**src/rtl/pipeline_hazard_ctrl.sv**
```systemverilog
// Hazard and sequencing controller for the 5-stage MIPS pipeline: stall/flush controls,
// MDU busy window, saturating stall counter. Define PIPELINE_FORWARDING_EN when EX/MEM->EX forwarding exists.
module pipeline_hazard_ctrl #(
  parameter int MDU_LATENCY = 32,
  parameter int CNT_W       = 6
) (
  input  logic             clk,
  input  logic             resetN,
  input  logic [4:0]       idRs,
  input  logic [4:0]       idRt,
  input  logic             idUsesRs,
  input  logic             idUsesRt,
  input  logic             idMduOp,
  input  logic             idMduRead,
  input  logic [4:0]       exDest,
  input  logic             exRegWrite,
  input  logic             exMemRead,
  input  logic [4:0]       memDest,
  input  logic             memRegWrite,
  input  logic             exBranchTaken,
  output logic             pcStall,
  output logic             ifIdStall,
  output logic             ifIdFlush,
  output logic             idExFlush,
  output logic             mduBusy,
  output logic [CNT_W-1:0] mduCount,
  output logic [31:0]      stallCount
);

  localparam logic [CNT_W-1:0] MduLoad  = CNT_W'(MDU_LATENCY);
  localparam logic [31:0]      StallMax = 32'hFFFF_FFFF;

  // $0 is hardwired to zero, so it can never carry a dependency
  function automatic logic reg_hit(input logic [4:0] dest, input logic wr,
                                   input logic [4:0] rs, input logic [4:0] rt,
                                   input logic use_rs, input logic use_rt);
    reg_hit = wr && (dest != 5'd0) && ((use_rs && (rs == dest)) || (use_rt && (rt == dest)));
  endfunction

  logic [CNT_W-1:0] mdu_cnt_q, mdu_cnt_d;
  logic [31:0]      stall_cnt_q, stall_cnt_d;
  logic             hit_ex, load_use, mdu_haz, data_haz, stall;

`ifdef PIPELINE_FORWARDING_EN
  logic unused_mem;
  assign unused_mem = ^{memDest, memRegWrite};
`endif

  // Hazard detection and stall/flush priority
  always_comb begin
    hit_ex   = reg_hit(exDest, exRegWrite, idRs, idRt, idUsesRs, idUsesRt);
    load_use = hit_ex && exMemRead;
    mdu_haz  = (mdu_cnt_q != '0) && (idMduOp || idMduRead);
`ifdef PIPELINE_FORWARDING_EN
    data_haz = load_use;
`else
    data_haz = hit_ex || reg_hit(memDest, memRegWrite, idRs, idRt, idUsesRs, idUsesRt);
`endif
    stall     = (data_haz || mdu_haz) && !exBranchTaken;
    pcStall   = 1'b0;
    ifIdStall = 1'b0;
    ifIdFlush = 1'b0;
    idExFlush = 1'b0;
    if (exBranchTaken) begin
      ifIdFlush = 1'b1;
      idExFlush = 1'b1;
    end else if (stall) begin
      pcStall   = 1'b1;
      ifIdStall = 1'b1;
      idExFlush = 1'b1;
    end else begin
      pcStall   = 1'b0;
    end
  end

  // Next-state for the MDU busy window and the saturating stall counter
  always_comb begin
    mdu_cnt_d   = mdu_cnt_q;
    stall_cnt_d = stall_cnt_q;
    if (idMduOp && !stall && !exBranchTaken) begin
      mdu_cnt_d = MduLoad;
    end else if (mdu_cnt_q != '0) begin
      mdu_cnt_d = mdu_cnt_q - {{(CNT_W-1){1'b0}}, 1'b1};
    end else begin
      mdu_cnt_d = '0;
    end
    if (pcStall && (stall_cnt_q != StallMax)) begin
      stall_cnt_d = stall_cnt_q + 32'd1;
    end else begin
      stall_cnt_d = stall_cnt_q;
    end
  end

  // Counters update on the falling edge, alongside the pipeline stage registers
  always_ff @(negedge clk) begin
    if (!resetN) begin
      mdu_cnt_q   <= '0;
      stall_cnt_q <= 32'd0;
    end else begin
      mdu_cnt_q   <= mdu_cnt_d;
      stall_cnt_q <= stall_cnt_d;
    end
  end

  assign mduBusy    = (mdu_cnt_q != '0);
  assign mduCount   = mdu_cnt_q;
  assign stallCount = stall_cnt_q;

endmodule

```
**config.mk**
```make
export PLATFORM = sky130hd
export DESIGN_NAME = pipeline_hazard_ctrl
export DESIGN_NICKNAME = d
export VERILOG_FILES = /design/src/rtl/pipeline_hazard_ctrl.sv
export SDC_FILE = /design/constraint.sdc
export NUM_CORES = 1
export LEC_CHECK = 0
export CORE_MARGIN = 1
export CORE_UTILIZATION = 47
export CTS_CLUSTER_SIZE = 16
export DETAILED_ROUTE_END_ITERATION = 10
export GPL_TIMING_DRIVEN = 0
export PLACE_DENSITY_LB_ADDON = 0.2
export SYNTH_ARGS = -nofsm -noshare
export SYNTH_HDL_FRONTEND = slang
export SYNTH_SLANG_ARGS = --single-unit
```
**constraint.sdc**
```tcl
create_clock -name clk -period 3.1 [get_ports clk]
set_input_delay 0.775 -clock clk [delete_from_list [all_inputs] [get_ports clk]]
set_output_delay 0.775 -clock clk [all_outputs]
set_load 0.1 [all_outputs]
```
==> results of run 1 <==
[Yosys cell counts, types with 3 or more instances]
cell type	instances
a21oi_1	15
a32oi_1	3
and2_1	3
and3_1	5
and4_1	3
buf_2	4
clkbuf_1	12
dfxtp_1	38
ha_1	3
inv_1	7
mux2i_1	17
nand2_1	36
nand2b_1	16
nand3_1	15
nand4_1	11
nor2_1	14
nor3_1	9
nor4_1	13
o31ai_1	9
o41ai_1	6
or4_1	11
or4b_1	6
xnor2_1	7
xor2_1	17
[logic make-up after synthesis]
logic type | synth area share, %
simple gates | 34.6
compound gates | 11.6
flops | 31.6
buf+inv | 4.88
xor+xnor | 8.72
mux | 7.06
fa+ha+maj | 1.56
[per-stage QoR]
step / instances / instance area (um2) / TNS, ps
global placement: 432 / 3420 / -86750
floorplan: 294 / 2620 / -33510
detailed placement: 432 / 3420 / -87890
==> metrics.yaml, run 1 <==
logic_synthesis:
  syn_nets: 327
  synth_seq_area_share_pct: 31.6
  synth_edf_count: 0
  synth_area_leader_cell: "dfxtp_1"
  synth_ff_type: "dfxtp_1"
  synth_cells: 294
  async_flop_share_pct: 0
  avgSynthCellArea_um2: 8.20
  synth_cell_types: 35
  synth-seq-cells: 38
  ys_warn_count: 0
  syn_area_um2: 2410
  ys_top_cells_by_area: "dfxtp_1 (32%), mux2i_1 (7.1%), xor2_1 (6.2%)"
  yosys.area.top_type_share_pct: 31.6
placed_design:
  pre_cts_ws_ps: -1830
  gp_congestion: 0.897
  io_buffers: 71
  hpwl_um: 5070
floorplan:
  start_util_pct: 50.0
  fp.dieH_um: 73.6
  io_pins: 73
  rows: 25
  die_x_um: 73.6
cts:
  clock_path_buffers: 2
  cts_setup_buffers: 51
  cts_buffers: 5
  cts_root_buf: "clkbuf_8"
  cts_hold_buf: 0
  post_cts_resized: 546
  cts_sinks: 38
  htreeDepth: 2
run_status:
  error_line: "[ERROR DPL-0033] detailed placement checks failed during check placement."
  status: "stopped before the end"
  haltStage: "clock tree synthesis (4_1_cts)"
==> run 2, diff against run 1 <==
Settings changed: CORE_UTILIZATION 47 to 40, CTS_CLUSTER_SIZE 16 to unset, PLACE_DENSITY_LB_ADDON 0.2 to 0.15.
==> metrics.yaml, run 2 <==
critical_path:
  path_class: "reg2out"
  start_kind: "flop"
  critPathMaxFanout: 4
  end_kind: "output port"
  cp.arrival_ps: 3520
  cp.required_ps: 2320
timing:
  rsz0062_at_grt: "yes"
  whs_ps: 606
  finClkSkew_ps: 40.1
  relSlewSlack_pct: 34.8
  worst_slack_ps: -1190
  hold_viol_final: 0
  setup_viol: 75
  drv_slew: 0
  max_slew.worst_pin.slew_ps: 975
final_layout:
  mostFrequentLayoutCells: "buf_4 (47), buf_12 (43), inv_1 (42), dfxtp_4 (37), nand2_1 (35)"
  fillerInstances: 256
  drive_gt1_share_pct: 50.1
  syn_to_final_growth_pct: 105
  fin_nets: 499
  multi_input_area_um2: 1950
  n_antenna_cell: 0
  largest_reg_flops: 32
  regArea_um2: 901
  layout_commonest_cell: "buf_4"
floorplan:
  rows: 27
  io_pins: 73
  coreArea_um2: 5640
  die_area_um2: 6340
  start_util_pct: 42.7
  fp.dieH_um: 79.6
  die_x_um: 79.6
detailed_routing:
  wl_per_cell_um: 22.2
  remaining_drc_errors: 0
  postRouteAntennaNets: 0
  num_vias: 3446
  via_per_inst: 6.39
  drt_wl_total_um: 11900
  drt_iter0_drc: 533
  firstDrtPassIters: 5
placed_design:
  gp_congestion: 0.851
  hpwl_um: 5040
  io_buffers: 71
  pre_cts_ws_ps: -1810
logic_synthesis:
  synth_edf_count: 0
  synth_cell_types: 35
  synth-seq-cells: 38
  ys_warn_count: 0
  async_flop_share_pct: 0
  syn_nets: 327
  synth_ff_type: "dfxtp_1"
  synth_commonest_cells: "dfxtp_1 (38), nand2_1 (36), mux2i_1 (17), xor2_1 (17), nand2b_1 (16)"
  synth_seq_area_share_pct: 31.6
  synth_most_common_cell: "dfxtp_1"
  synth_cells: 294
  avgSynthCellArea_um2: 8.20
  synth_area_leader_cell: "dfxtp_1"
  yosys.area.top_type_share_pct: 31.6
  syn_area_um2: 2410
  ys_top_cells_by_area: "dfxtp_1 (32%), mux2i_1 (7.1%), xor2_1 (6.2%)"
cts:
  clk_latency_ps: 400
  cts_sinks: 38
  cts_tree: "yes"
  clock_path_buffers: 2
  clkTransAtPathRegs_ps: 50
  cts_hold_buf: 0
  htreeDepth: 2
  cts_buffers: 5
  cts_root_buf: "clkbuf_8"
worst_hold_path:
  hold_class: "reg2reg"
pwr:
  internal_power_mw: 1.48
  clockPowerShare_pct: 21.7
  pwr-share-comb_pct: 58.7
  sw_frac_of_total_pct: 48.9
  ir_drop_mv: 0.615
  pwr-share-seq_pct: 19.6
  switchingPower_mw: 1.42
  cellLeakagePower_nw: 1.95
  cellPowerDensity_nw_per_um2: 587
run_status:
  status: "finished with violations"
  violations: "negative setup slack"
grt:
  overflow: 0
  antenna_found_initial: 0
  grt_pass1_vias: 3463
  grt_max_degree: 13
  grt_pass1_wl_um: 17000
  grtUsageTotal_pct: 35.0
flow_run:
  cap_violations: 0
-- run 2: cell counts after synthesis --
No cell type changed its count.
-- run 2: path summary, 6_finish.rpt --
check	depth (start not counted)	endpoint	slack (ps)	start
setup / recovery	9	pcStall	-1190	mduCount[3]
hold reg to reg	3	mduCount[1]	610	mduCount[1]
hold / removal	3	mduCount[1]	610	mduCount[1]
setup reg to reg	8	stallCount[12]	-100	stallCount[2]
-- run 2: cell type report --
class,count,area share (%)
buffer,19,3.52
clock buffer,5,1.39
clock inverter,41,3.24
inverter,6,0.456
multi-input combinational,230,39.5
sequential,38,18.2
tap,72,1.82
timing repair buffer,128,31.9
-- run 2: layer usage --
layer / GRT usage (%) / wire length, um / share of wire, %
met5: 0 / 0 / 0
met4: 23.8 / 766 / 6.4
met3: 9.71 / 1090 / 9.1
met2: 60.9 / 5840 / 49
met1: 36.1 / 4240 / 36
-- run 2: per-stage QoR --
stage / util (%) / std cells / TNS (ps) / instance area (um2) / power [mW]
finish: 87.5 / 539 / -37720 / 4940 / 2.90
global route: 87.5 / 539 / -40770 / 4940 / 2.99
CTS: 84.1 / 532 / -33730 / 4750 / 2.67
detailed placement: 60.7 / 437 / -87710 / 3420 / 1.67
global placement: 60.7 / 437 / -87450 / 3420 / 1.66
floorplan: - / 294 / -33510 / 2620 / 1.43
-- run 2: critical path: stages, from the launching register on --
cell and delay [ps]:
dfxtp_4 360, nor3_4 180, nand3b_1 130, o21ai_1 110, o221a_2 240, buf_6 120, buf_8 110, nor2_4 50
buf_12 120, buf_12 150
-- run 2: kinds of logic after synthesis --
kind of cell    count (synthesis)  synth area share (%)
buf+inv                        26                  4.88
mux                            17                  7.06
xor+xnor                       24                  8.72
compound gates                 39                  11.6
flops                          38                  31.6
fa+ha+maj                       3                  1.56
simple gates                  147                  34.6
-- run 2: timing repair --
| item | 4_1_cts | 5_1_grt |
|---|---|---|
| setup endpoints to repair | 81 | 80 |
| buffers inserted | 47 | 10 |
| pin swaps | 39 | 16 |
| gates cloned | 3 | 0 |
| gates resized for setup | 546 | 36 |
-- run 2: power by group through the flow --
stage,Combinational (mW),Sequential (mW),Clock [mW]
after floorplan,0.528,0.826,0.0767
after global placement,0.999,0.587,0.0767
after detailed placement,1.01,0.587,0.0767
after CTS,1.53,0.577,0.566
after global routing,1.74,0.573,0.677
final,1.70,0.570,0.628
Power figures use the tool's default switching activity.
==> run 3, diff against run 2 <==
Settings changed: CAP_MARGIN set to 20.
Clock period 3.1 ns to 4.69 ns, I/O delays scaled along.
==> metrics.yaml, run 3 (synthesis gave the netlist of run 2 again) <==
grt:
  grt.busiest_layer: "met2"
  overflow: 0
  antenna_found_initial: 0
  grt_util_met1_pct: 32.4
  grt_pass1_vias: 3043
  grt_max_degree: 12
  grtUsageMet3_pct: 8.80
  grtUsageTotal_pct: 28.7
  grt_pass1_wl_um: 14200
  use_met2_pct: 49.0
pwr:
  ir_drop_mv: 0.451
  cellLeakagePower_nw: 1.66
  cellPowerDensity_nw_per_um2: 445
worst_hold_path:
  hold_class: "reg2reg"
  min_from: "stallCount[27]"
floorplan:
  io_pins: 73
  die_x_um: 79.6
  rows: 27
  die_area_um2: 6340
  coreArea_um2: 5640
  fp.dieH_um: 79.6
  start_util_pct: 42.7
placed_design:
  gp_congestion: 0.841
  hpwl_um: 5030
  dp_cells: 437
  io_buffers: 71
  pre_cts_ws_ps: -1430
detailed_routing:
  drt_wl_total_um: 8930
  drt_iter0_drc: 292
  postRouteAntennaNets: 0
  wl_per_cell_um: 17.5
  firstDrtPassIters: 5
  num_vias: 2989
  remaining_drc_errors: 0
  via_per_inst: 5.86
final_layout:
  fin_nets: 470
  largest_reg_flops: 32
  n_antenna_cell: 0
  multi_input_area_um2: 1970
  mostFrequentLayoutCells: "inv_1 (42), buf_4 (42), nand2_1 (35), dfxtp_1 (32), buf_6 (19)"
  syn_to_final_growth_pct: 73.5
  drive_gt1_share_pct: 40.2
  fillerInstances: 422
  regArea_um2: 776
  stdcell_count: 510
  fin_util_pct: 74.1
critical_path:
  critPathMaxFanout: 5
  end_kind: "output port"
  cp.required_ps: 3520
  setup.worst_path.start: "mduCount[2]"
  cp.arrival_ps: 4270
  start_kind: "flop"
  r2r_start: "stallCount[0]"
  path_class: "reg2out"
timing:
  setup_viol: 37
  rsz0062_at_grt: "yes"
  drv_slew: 0
  whs_ps: 501
  relSlewSlack_pct: 36.0
  finClkSkew_ps: 30.7
  max_slew.worst_pin.slew_ps: 957
  setup_tns_ps: -19270
  worst_slack_ps: -756
  hold_viol_final: 0
cts:
  cts_tree: "yes"
  htreeDepth: 2
  cts_root_buf: "clkbuf_8"
  clock_path_buffers: 2
  cts_sinks: 38
  clk_latency_ps: 380
  clkTransAtPathRegs_ps: 30
  cts_buffers: 5
flow_run:
  cap_violations: 0
run_status:
  violations: "negative setup slack"
  status: "finished with violations"
run 3: final timing paths:
kind / endpoint / slack [ps] / cells after the start
worst max-delay path: pcStall / -760 / 9
worst min-delay path: stallCount[27] / 500 / 2
worst max register to register: stallCount[11] / 1720 / 7
worst min register to register: stallCount[27] / 500 / 2
run 3: layer usage:
layer | part of all wire, % | up-vias
met1 | 40 | 1440
met3 | 6.7 | 31
met2 | 51 | 146
li1 | - | 1372
met5 | 0 | -
met4 | 2.4 | 0
run 3: layout make-up:
cell class / instances / area share (%)
buffer: 19 / 4.25
inverter: 6 / 0.539
timing repair buffer: 99 / 22.1
multi-input combinational: 230 / 47.0
sequential: 38 / 18.6
clock buffer: 5 / 1.65
clock inverter: 41 / 3.77
tap: 72 / 2.15
run 3: metrics by stage:
step	area (um2)	power (mW)
final	4180	1.86
after global routing	4180	1.95
after CTS	3960	1.78
after detailed placement	3380	1.11
after global placement	3380	1.10
after floorplan	2580	0.945
run 3: critical path, cell delays in order (launching register included):
cell      delay [ps]
dfxtp_4          350
nor3_4           200
nand3b_1         160
o21ai_2          120
o221a_4          210
buf_6            100
buf_8            110
nor2_4            40
buf_12           130
buf_12           150
run 3: where the power goes:
part	switching, mW	total [mW]	internal [mW]
Sequential	0.0295	0.386	0.357
Combinational	0.621	1.11	0.492
Clock	0.219	0.363	0.143
Total	0.870	1.86	0.992
run 3: what timing repair did:
item | in CTS | in global routing
setup endpoints to repair | 80 | 47
resized for setup | 375 | 58
gates cloned | 3 | 0
pin swaps | 40 | 21
setup buffers | 22 | 10
hold buffers | 0 | 0
==> RTL edit: new RTL, config.mk and constraints of run 2 <==
Change the parameter `CNT_W` from 6 to 4.
--- a/src/rtl/pipeline_hazard_ctrl.sv
+++ b/src/rtl/pipeline_hazard_ctrl.sv
@@ -2,7 +2,7 @@
 // MDU busy window, saturating stall counter. Define PIPELINE_FORWARDING_EN when EX/MEM->EX forwarding exists.
 module pipeline_hazard_ctrl #(
   parameter int MDU_LATENCY = 32,
-  parameter int CNT_W       = 6
+  parameter int CNT_W       = 4
 ) (
   input  logic             clk,
   input  logic             resetN,
Interface: changed (resized mduCount); port bits go from 73 to 71. The function was not compared with the original's and may differ.
==> RTL edit against run 2 <==
The flow still finishes with violations (negative setup slack); routed wire length shrank 5.0%; cell area shrank 1.3%; non-clock buffer count shrank 4; area after synthesis shrank 3.8%; sequential cell count shrank 2; worst setup slack gained 0.17 ns; sequential power shrank 8.8%; clock skew grew 0.011 ns; hold slack lost 0.079 ns; power grew 0.73%; first-iteration DRC count shrank 44%; utilization grew 0.40 points; synthesized cell count shrank 6.8%.
==> RTL edit: results <==
export IMPL_setup_viol=72
export IMPL_vdd_drop_max_uv=425
export IMPL_globalplace_congestion=0.861
export IMPL_synthTopCellsByCount="dfxtp_1, nand2_1, nand2b_1"
export IMPL_grt_pass1_wl_um=16500
export IMPL_worst_slack_ns=-1.02
export IMPL_synth_nets=307
export IMPL_pre_cts_ws_ns=-1.71
export IMPL_finClkSkew_ns=0.0510
export IMPL_diodes=0
export IMPL_grt_start_max_net_pins=11
export IMPL_failed_checks="negative setup slack"
export IMPL_post_drt_wl_per_cell_um=22.4
export IMPL_synth_area_top_cells="dfxtp_1, xor2_1, nand2b_1"
export IMPL_place_area_mm2=0.00325
export IMPL_drive_above_1_share_pct=55.2
export IMPL_seq_area_frac_synth_pct=31.1
export IMPL_status="finished with violations"
export IMPL_dp_cells=414
export IMPL_grt_pass1_vias=3261
export IMPL_p_leak_nw=1.97
export IMPL_fin_nets=468
export IMPL_syn_avg_cell_area_um2=8.46
export IMPL_stdcell_count=507
export IMPL_slew_headroom_pct=35.8
export IMPL_place_port_buffers=68
export IMPL_vias=3224
export IMPL_hpwl_um=4740
export IMPL_clockBufferDepth=2
export IMPL_synthArstFlopShare_pct=0
export IMPL_fillers=248
export IMPL_grt_usage_pct=34.8
export IMPL_worst_ep_arrival_time_ns=3.35
export IMPL_first_iter_violations=301
export IMPL_cts_made_buffers=5
export IMPL_grt_antenna_before_repair=0
[RTL edit: cell count changes after synthesis, sizes merged, moves of 6 or more]
cell,change
or4b,-6
nor4,-10
nand2,-14
o311ai,+9
mux2i,-7
nor2,-8
[RTL edit: path summary, 6_finish.rpt]
path / from / endpoint / slack [ns] / cells after the start
setup / recovery: mduCount[1]$_SDFF_NP0_ / pcStall / -1.02 / 10
hold / removal: stallCount[8]$_SDFFE_NN0P_ / stallCount[8]$_SDFFE_NN0P_ / 0.53 / 2
setup reg to reg: stallCount[15]$_SDFFE_NN0P_ / stallCount[12]$_SDFFE_NN0P_ / 0.14 / 10
hold reg to reg: stallCount[8]$_SDFFE_NN0P_ / stallCount[8]$_SDFFE_NN0P_ / 0.53 / 2
[RTL edit: critical path, cell delays in order (launching register included)]
cell,delay [ns]
dfxtp_4,0.35
inv_4,0.04
ha_4,0.17
nand2_8,0.06
o21ai_4,0.05
o221a_4,0.12
buf_6,0.12
buf_8,0.13
nor2_4,0.13
buf_12,0.12
buf_12,0.16
[RTL edit: cells by family after synthesis]
group / synth area share, %
muxes: 4.32
xor gates and xnor gates: 7.93
adders and majority gates: 1.62
buffers and inverters: 5.77
DFF: 31.1
AOI/OAI and AO/OA: 18.0
and+or+nand+nor: 31.3
[RTL edit: report_power, final]
part | internal, mW | switching, mW | total (mW)
Combinational | 0.750 | 0.984 | 1.73
Sequential | 0.480 | 0.0402 | 0.520
Clock | 0.295 | 0.370 | 0.666
[RTL edit: what timing repair did]
| action | in CTS | in global routing |
|---|---|---|
| endpoints found under the setup margin | 76 | 75 |
| cloned | 5 | 1 |
| buffers inserted | 40 | 9 |
| resized for setup | 546 | 44 |
| pin swaps | 34 | 14 |
[RTL edit: metal layers]
layer / track usage [%] / wire (um)
met1: 38.3 / 4300
met3: 9.07 / 982
met2: 60.9 / 5530
met5: 0 / 0
met4: 18.7 / 543
[RTL edit: final cells by class]
| class | count | share of cell area (%) |
|---|---|---|
| Sequential cell | 36 | 17.5 |
| Multi-Input combinational cell | 210 | 40.8 |
| Clock buffer | 5 | 1.41 |
| Clock inverter | 38 | 3.47 |
| Tap cell | 72 | 1.85 |
| Inverter | 3 | 0.334 |
| Buffer | 24 | 4.24 |
| Timing Repair Buffer | 119 | 30.4 |
[RTL edit: through the flow]
step                TNS (ns)  util, %
global route          -36.37     87.9
finish                -32.77     87.9
global placement      -81.14     58.6
CTS                   -30.07     84.3
floorplan             -28.46        -
detailed placement    -81.01     58.6
